**config.mk**
```make
export PLATFORM = sky130hd
export DESIGN_NAME = data_mem_ctrl_flat
export DESIGN_NICKNAME = d
export VERILOG_FILES = /design/src/rtl/data_mem_ctrl_if.sv /design/src/rtl/data_mem_ctrl.sv /design/src/flat_wrapper.sv
export SDC_FILE = /design/constraint.sdc
export NUM_CORES = 1
export LEC_CHECK = 0
export CAP_MARGIN = 0
export CORE_UTILIZATION = 35
export CTS_CLUSTER_SIZE = 16
export DETAILED_ROUTE_END_ITERATION = 10
export SLEW_MARGIN = 5
export SYNTH_ARGS = -nofsm -noshare
export SYNTH_HDL_FRONTEND = slang
export SYNTH_SLANG_ARGS = --single-unit
export TNS_END_PERCENT = 50
```
**constraint.sdc**
```tcl
create_clock -name clk -period 2.74 [get_ports clk]
set_input_delay 0.822 -clock clk [delete_from_list [all_inputs] [get_ports clk]]
set_output_delay 0.822 -clock clk [all_outputs]
set_load 0.01 [all_outputs]
```
**src/rtl/data_mem_ctrl_if.sv**
```systemverilog
// Bus between the CPU memory stage, the load/store sequencer and the 8-bit data RAM.
// master = CPU and RAM side, slave = sequencer.
interface data_mem_ctrl_if #(
  parameter int unsigned AddrW = 11
);
  logic             req;
  logic             wr;
  logic [2:0]       funct3;
  logic [AddrW-1:0] addr;
  logic [31:0]      wdata;
  logic             busy;
  logic             done;
  logic             err;
  logic [31:0]      rdata;
  logic             ram_re;
  logic [AddrW-1:0] ram_raddr;
  logic [7:0]       ram_rdata;
  logic             ram_we;
  logic [AddrW-1:0] ram_waddr;
  logic [7:0]       ram_wdata;

  modport master (
    output req, wr, funct3, addr, wdata, ram_rdata,
    input  busy, done, err, rdata, ram_re, ram_raddr, ram_we, ram_waddr, ram_wdata
  );

  modport slave (
    input  req, wr, funct3, addr, wdata, ram_rdata,
    output busy, done, err, rdata, ram_re, ram_raddr, ram_we, ram_waddr, ram_wdata
  );
endinterface

```
**src/rtl/data_mem_ctrl.sv**
```systemverilog
// Load/store sequencer: splits RISC-V byte/half/word accesses into little-endian byte
// accesses on an 8-bit RAM port and sign/zero-extends load results.
module data_mem_ctrl #(
  parameter int unsigned AddrW = 11
) (
  input logic            clk,
  input logic            rst_n,
  data_mem_ctrl_if.slave bus
);

  localparam logic [1:0] StIdle    = 2'd0;
  localparam logic [1:0] StRdIssue = 2'd1;
  localparam logic [1:0] StRdCapt  = 2'd2;
  localparam logic [1:0] StWrByte  = 2'd3;

  logic [1:0]       state_q, state_d;
  logic [1:0]       cnt_q, cnt_d;
  logic [1:0]       last_idx;
  logic [2:0]       f3_q;
  logic [AddrW-1:0] addr_q;
  logic [31:0]      wdata_q, rbuf_q, rdata_q;
  logic [31:0]      word, ext;
  logic             done_q, done_d, err_q, err_d;
  logic             legal, start, accept, capture, is_last;

  // Top two address bits both set means 1536 or above.
  always_comb begin
    legal = 1'b1;
    if (bus.addr[AddrW-1 -: 2] == 2'b11) legal = 1'b0;
    case (bus.funct3[1:0])
      2'b01:   if (bus.addr[0]) legal = 1'b0;
      2'b10:   if (bus.addr[1:0] != 2'b00) legal = 1'b0;
      2'b11:   legal = 1'b0;
      default: ;
    endcase
    if (bus.funct3[2] && (bus.wr || bus.funct3[1])) legal = 1'b0;
  end

  assign start    = (state_q == StIdle) && bus.req;
  assign accept   = start && legal;
  assign last_idx = {f3_q[1], f3_q[1] | f3_q[0]};
  assign is_last  = (cnt_q == last_idx);

  always_comb begin
    state_d = state_q;
    cnt_d   = cnt_q;
    done_d  = 1'b0;
    err_d   = 1'b0;
    capture = 1'b0;
    case (state_q)
      StIdle: begin
        if (accept) begin
          state_d = bus.wr ? StWrByte : StRdIssue;
          cnt_d   = 2'd0;
        end else if (start) begin
          err_d = 1'b1;
        end
      end
      StRdIssue: state_d = StRdCapt;
      StRdCapt: begin
        capture = 1'b1;
        if (is_last) begin
          state_d = StIdle;
          done_d  = 1'b1;
        end else begin
          cnt_d   = cnt_q + 2'd1;
          state_d = StRdIssue;
        end
      end
      StWrByte: begin
        if (is_last) begin
          state_d = StIdle;
          done_d  = 1'b1;
        end else begin
          cnt_d = cnt_q + 2'd1;
        end
      end
      default: state_d = StIdle;
    endcase
  end

  // Merge the byte arriving this cycle so the final byte reaches RDATA with DONE.
  always_comb begin
    word = rbuf_q;
    word[{cnt_q, 3'b000} +: 8] = bus.ram_rdata;
    case (f3_q)
      3'b000:  ext = {{24{word[7]}}, word[7:0]};
      3'b001:  ext = {{16{word[15]}}, word[15:0]};
      3'b100:  ext = {24'h000000, word[7:0]};
      3'b101:  ext = {16'h0000, word[15:0]};
      default: ext = word;
    endcase
  end

  always_ff @(posedge clk or negedge rst_n) begin
    if (!rst_n) begin
      state_q <= StIdle;
      cnt_q   <= 2'd0;
      done_q  <= 1'b0;
      err_q   <= 1'b0;
      f3_q    <= 3'd0;
      addr_q  <= '0;
      wdata_q <= 32'd0;
      rbuf_q  <= 32'd0;
      rdata_q <= 32'd0;
    end else begin
      state_q <= state_d;
      cnt_q   <= cnt_d;
      done_q  <= done_d;
      err_q   <= err_d;
      if (accept) begin
        f3_q    <= bus.funct3;
        addr_q  <= bus.addr;
        wdata_q <= bus.wdata;
      end
      if (capture) rbuf_q <= word;
      if (capture && is_last) rdata_q <= ext;
    end
  end

  assign bus.busy      = (state_q != StIdle);
  assign bus.done      = done_q;
  assign bus.err       = err_q;
  assign bus.rdata     = rdata_q;
  assign bus.ram_re    = (state_q == StRdIssue) || (state_q == StRdCapt);
  assign bus.ram_raddr = addr_q + AddrW'(cnt_q);
  assign bus.ram_we    = (state_q == StWrByte);
  assign bus.ram_waddr = addr_q + AddrW'(cnt_q);
  assign bus.ram_wdata = wdata_q[{cnt_q, 3'b000} +: 8];

endmodule

```
**src/flat_wrapper.sv**
```systemverilog
// flat-port wrapper written by rule: the top's interface ports become plain ports
module data_mem_ctrl_flat 
#(
  parameter int unsigned AddrW = 11
)
  (clk, rst_n, bus_req, bus_wr, bus_funct3, bus_addr, bus_wdata, bus_ram_rdata, bus_busy, bus_done, bus_err, bus_rdata, bus_ram_re, bus_ram_raddr, bus_ram_we, bus_ram_waddr, bus_ram_wdata);
  data_mem_ctrl_if #(.AddrW(AddrW)) bus_i ();
  input logic clk;
  input logic rst_n;
  input wire logic [$bits(bus_i.req)-1:0] bus_req;
  input wire logic [$bits(bus_i.wr)-1:0] bus_wr;
  input wire logic [$bits(bus_i.funct3)-1:0] bus_funct3;
  input wire logic [$bits(bus_i.addr)-1:0] bus_addr;
  input wire logic [$bits(bus_i.wdata)-1:0] bus_wdata;
  input wire logic [$bits(bus_i.ram_rdata)-1:0] bus_ram_rdata;
  output wire logic [$bits(bus_i.busy)-1:0] bus_busy;
  output wire logic [$bits(bus_i.done)-1:0] bus_done;
  output wire logic [$bits(bus_i.err)-1:0] bus_err;
  output wire logic [$bits(bus_i.rdata)-1:0] bus_rdata;
  output wire logic [$bits(bus_i.ram_re)-1:0] bus_ram_re;
  output wire logic [$bits(bus_i.ram_raddr)-1:0] bus_ram_raddr;
  output wire logic [$bits(bus_i.ram_we)-1:0] bus_ram_we;
  output wire logic [$bits(bus_i.ram_waddr)-1:0] bus_ram_waddr;
  output wire logic [$bits(bus_i.ram_wdata)-1:0] bus_ram_wdata;
  assign bus_i.req = bus_req;
  assign bus_i.wr = bus_wr;
  assign bus_i.funct3 = bus_funct3;
  assign bus_i.addr = bus_addr;
  assign bus_i.wdata = bus_wdata;
  assign bus_i.ram_rdata = bus_ram_rdata;
  assign bus_busy = bus_i.busy;
  assign bus_done = bus_i.done;
  assign bus_err = bus_i.err;
  assign bus_rdata = bus_i.rdata;
  assign bus_ram_re = bus_i.ram_re;
  assign bus_ram_raddr = bus_i.ram_raddr;
  assign bus_ram_we = bus_i.ram_we;
  assign bus_ram_waddr = bus_i.ram_waddr;
  assign bus_ram_wdata = bus_i.ram_wdata;
  data_mem_ctrl #(.AddrW(AddrW)) u_core (.clk(clk), .rst_n(rst_n), .bus(bus_i));
endmodule
```
==> metrics <==
status finished with violations; failing checks negative setup slack; CP max stage delay 450 ps; Synth Flop Type dfrtp_1; Layout Cells excl Fill 773; crit start category flip-flop; Synth area leaders dfrtp_1, mux2_2, nor2_1, mux4_2, ha_1; CTS Buf Count 17; Synth area leader dfrtp_1; Clk pwr share 0.241; post-route worst setup slack -74.1 ps; Clock Path Buffers 2; YS warnings 0; # setup viols final 9; worst-path fanout max 3; worst skew pair latency 410 ps; worst path bufs/invs 1; Tmin final 2810 ps; DP Area 6860 um^2; worst setup path category flip-flop to primary output; Max VDD drop around 0.7 mV; n_diodes 0; gp weighted congestion ~0.77; Final Cycle Share 1.03; pwr/cell area 1230 nW/um^2; WL final 13.1 mm; Power, Total 9.30 mW; Ports 125; layout net count 643; vias per std cell 5.23; max_cap viols 0; Hold WC Path Type primary input to async pin; actual slew at the worst max-slew pin about 600 ps; Clock Skews 7.88 ps; number of synthesized flops with an enable pin 0; PortBufs 124; required time of the critical path 1920 ps; Comb power frac 0.435; placed cells ~740; Mapped Area 5450 um^2; Die X approximately 130 um; Post-synth ARST share 1.00; Initial DRC Count 193; Unique masters post-synth 52; CP Cell Sequence ha_4, fa_2, nand3_4, nor2_4, nand4_1, xnor2_1, buf_2; Tot GR Track Use 0.172; die footprint about 16,000 um^2; DR DRC count 0; die height about 130 um; pin count of the biggest net entering global routing 53; part of the Yosys area used for sequential elements 0.532; Final TNS setup -388 ps; initial antenna violation count 0; syn_nets 518; Top delay family on crit path adder cells; top-area cell type share of the netlist area 0.532; Remaining Overflow, GRT 0; Worst EP arrival 1990 ps; switch share 0.343; vias in the first global route 4,173; clock slew at reported path FFs 60 ps; Pins Over Slew Limit 0; critical path's slowest cell dfrtp_2; H-tree depth 4; first-pass GRT wire length ~21 mm; Core Box Area 15,200 um^2; CTS tree done; pre-CTS setup slack -88.1 ps; Starting Density 0.359; static leakage 3.28 nW; post-route cell area ~7600 um^2; CP Capture Type primary output; P&R area growth vs syn 39.0%; Pint 6.11 mW; Pre-Repair DR Iteration Count 5; register area around 2900 um^2; Multi-input gate area 2390 um^2; final hold viol count 0; Filler cells 1,360; hold_buf cts 0; number of synthesized register bits 116; sequential share of power 0.323; vias 4,041; Net Sw Power 3.19 mW; Peak Freq around 360 MHz; clock tree sinks 116; DPL Wire Length between 9 and 10 mm; unrepaired setup endpoints after global routing yes; Avg Synthesized Cell Area 12.2 um^2; post-route ant nets 0; clk root buf clkbuf_16; Routed WL per cell 17.0 um; num rows 45; layout cells sized above 1 0.255; max_slew headroom 0.602; instance count of the mapped netlist around 450
-- power groups by stage --
| stage | clock network (mW) | logic [mW] | registers [mW] |
|---|---|---|---|
| 2_1_floorplan | 0 | 2.44 | 2.96 |
| 3_3_place_gp | 0 | 4.12 | 2.95 |
| 3_5_place_dp | 0 | 4.18 | 3.00 |
| 4_1_cts | 2.31 | 4.04 | 2.97 |
| 5_1_grt | 2.40 | 4.43 | 3.12 |
| 6_report | 2.24 | 4.05 | 3.01 |
-- timing repair --
action                     in CTS  in global routing
resized for setup              75                 24
setup endpoints to repair      28                 24
buffers inserted                2                  1
pin swaps                       2                  3
hold endpoints to repair        0                  0
cloned                          0                  1
-- state kept, by name, summed over array words and instances (netlist names) --
register	count
u_core.bus.rdata	32
u_core.rbuf_q	32
u_core.wdata_q	32
u_core.addr_q	11
u_core.f3_q	3
u_core.cnt_q	2
u_core.state_q	2
u_core.bus.done	1
u_core.bus.err	1
-- worst paths after layout --
| kind | from | endpoint | slack, ps | depth (start not counted) |
|---|---|---|---|---|
| max | u_core.cnt_q[0] | bus_ram_raddr[10] | -70 | 7 |
| min | rst_n | u_core.rbuf_q[21] | 270 | 1 |
| max reg2reg | u_core.cnt_q[1] | u_core.bus.rdata[24] | 210 | 7 |
| min reg2reg | u_core.rbuf_q[26] | u_core.rbuf_q[26] | 500 | 1 |
| max in group asynchronous | rst_n | u_core.bus.rdata[7] | 1870 | 2 |
| min in group clk | u_core.rbuf_q[26] | u_core.rbuf_q[26] | 500 | 1 |
-- metrics by stage --
stage / hold slack, ps / util
after global placement: 484 / 0.452
after global routing: 263 / 0.499
after CTS: 251 / 0.489
after detailed placement: 483 / 0.452
after floorplan: 466 / -
final: 271 / 0.499
-- area by class of cell --
class                   count  area share
inverters                  10     0.00495
multi-input cells         282       0.316
clock inverters            13      0.0206
flip-flops and latches    116       0.383
repair buffers            145       0.185
clock buffers              19      0.0598
well taps                 188      0.0310
-- placed cells by master (no fill, tap or decap), types with 6 or more instances in the layout --
| master | instances |
|---|---|
| a32o_1 | 10 |
| clkbuf_16 | 18 |
| a32oi_1 | 7 |
| inv_1 | 9 |
| dlymetal6s2s_1 | 8 |
| mux4_2 | 8 |
| nand2_1 | 14 |
| a22o_1 | 17 |
| clkdlybuf4s50_1 | 95 |
| a22oi_1 | 18 |
| o22a_1 | 7 |
| nor2_1 | 47 |
| dfrtp_1 | 115 |
| and3_1 | 6 |
| a21oi_1 | 14 |
| buf_2 | 16 |
| mux2_2 | 48 |
| a31oi_1 | 18 |
| ha_1 | 11 |
| buf_4 | 17 |
-- cell families after synthesis --
kind of cell | Yosys count | synth area share
flip-flops | 116 | 0.532
AO/OA/AOI/OAI | 109 | 0.157
AND/OR/NAND/NOR | 93 | 0.0805
multiplexers | 58 | 0.136
buffers and inverters | 49 | 0.0486
adder cells (fa/ha/maj) | 13 | 0.0312
XOR/XNOR | 9 | 0.0145
-- cell usage after synthesis (all sizes together), types with 2 or more instances --
master    n
clkbuf   12
a22o     17
a31oi    19
mux2i     2
nand3     4
nand2b    2
and2      2
a21oi    19
inv       9
nor2b     2
ha       12
a32o     10
buf      27
mux2     48
and3      6
xor2      3
a32oi     7
xnor2     6
mux4      8
a22oi    18
nand4     3
a41oi     2
or3       2
nor2     50
dfrtp   116
nand2    15
o21ai     2
o22a      7
-- metal layers --
metal	vias up	part of all wire	global-route usage
met5	-	0	0
met4	0	0.016	0.0714
li1	1901	-	-
met3	17	0.080	0.0725
met1	1987	0.44	0.209
met2	136	0.47	0.270
Power figures use the tool's default switching activity.
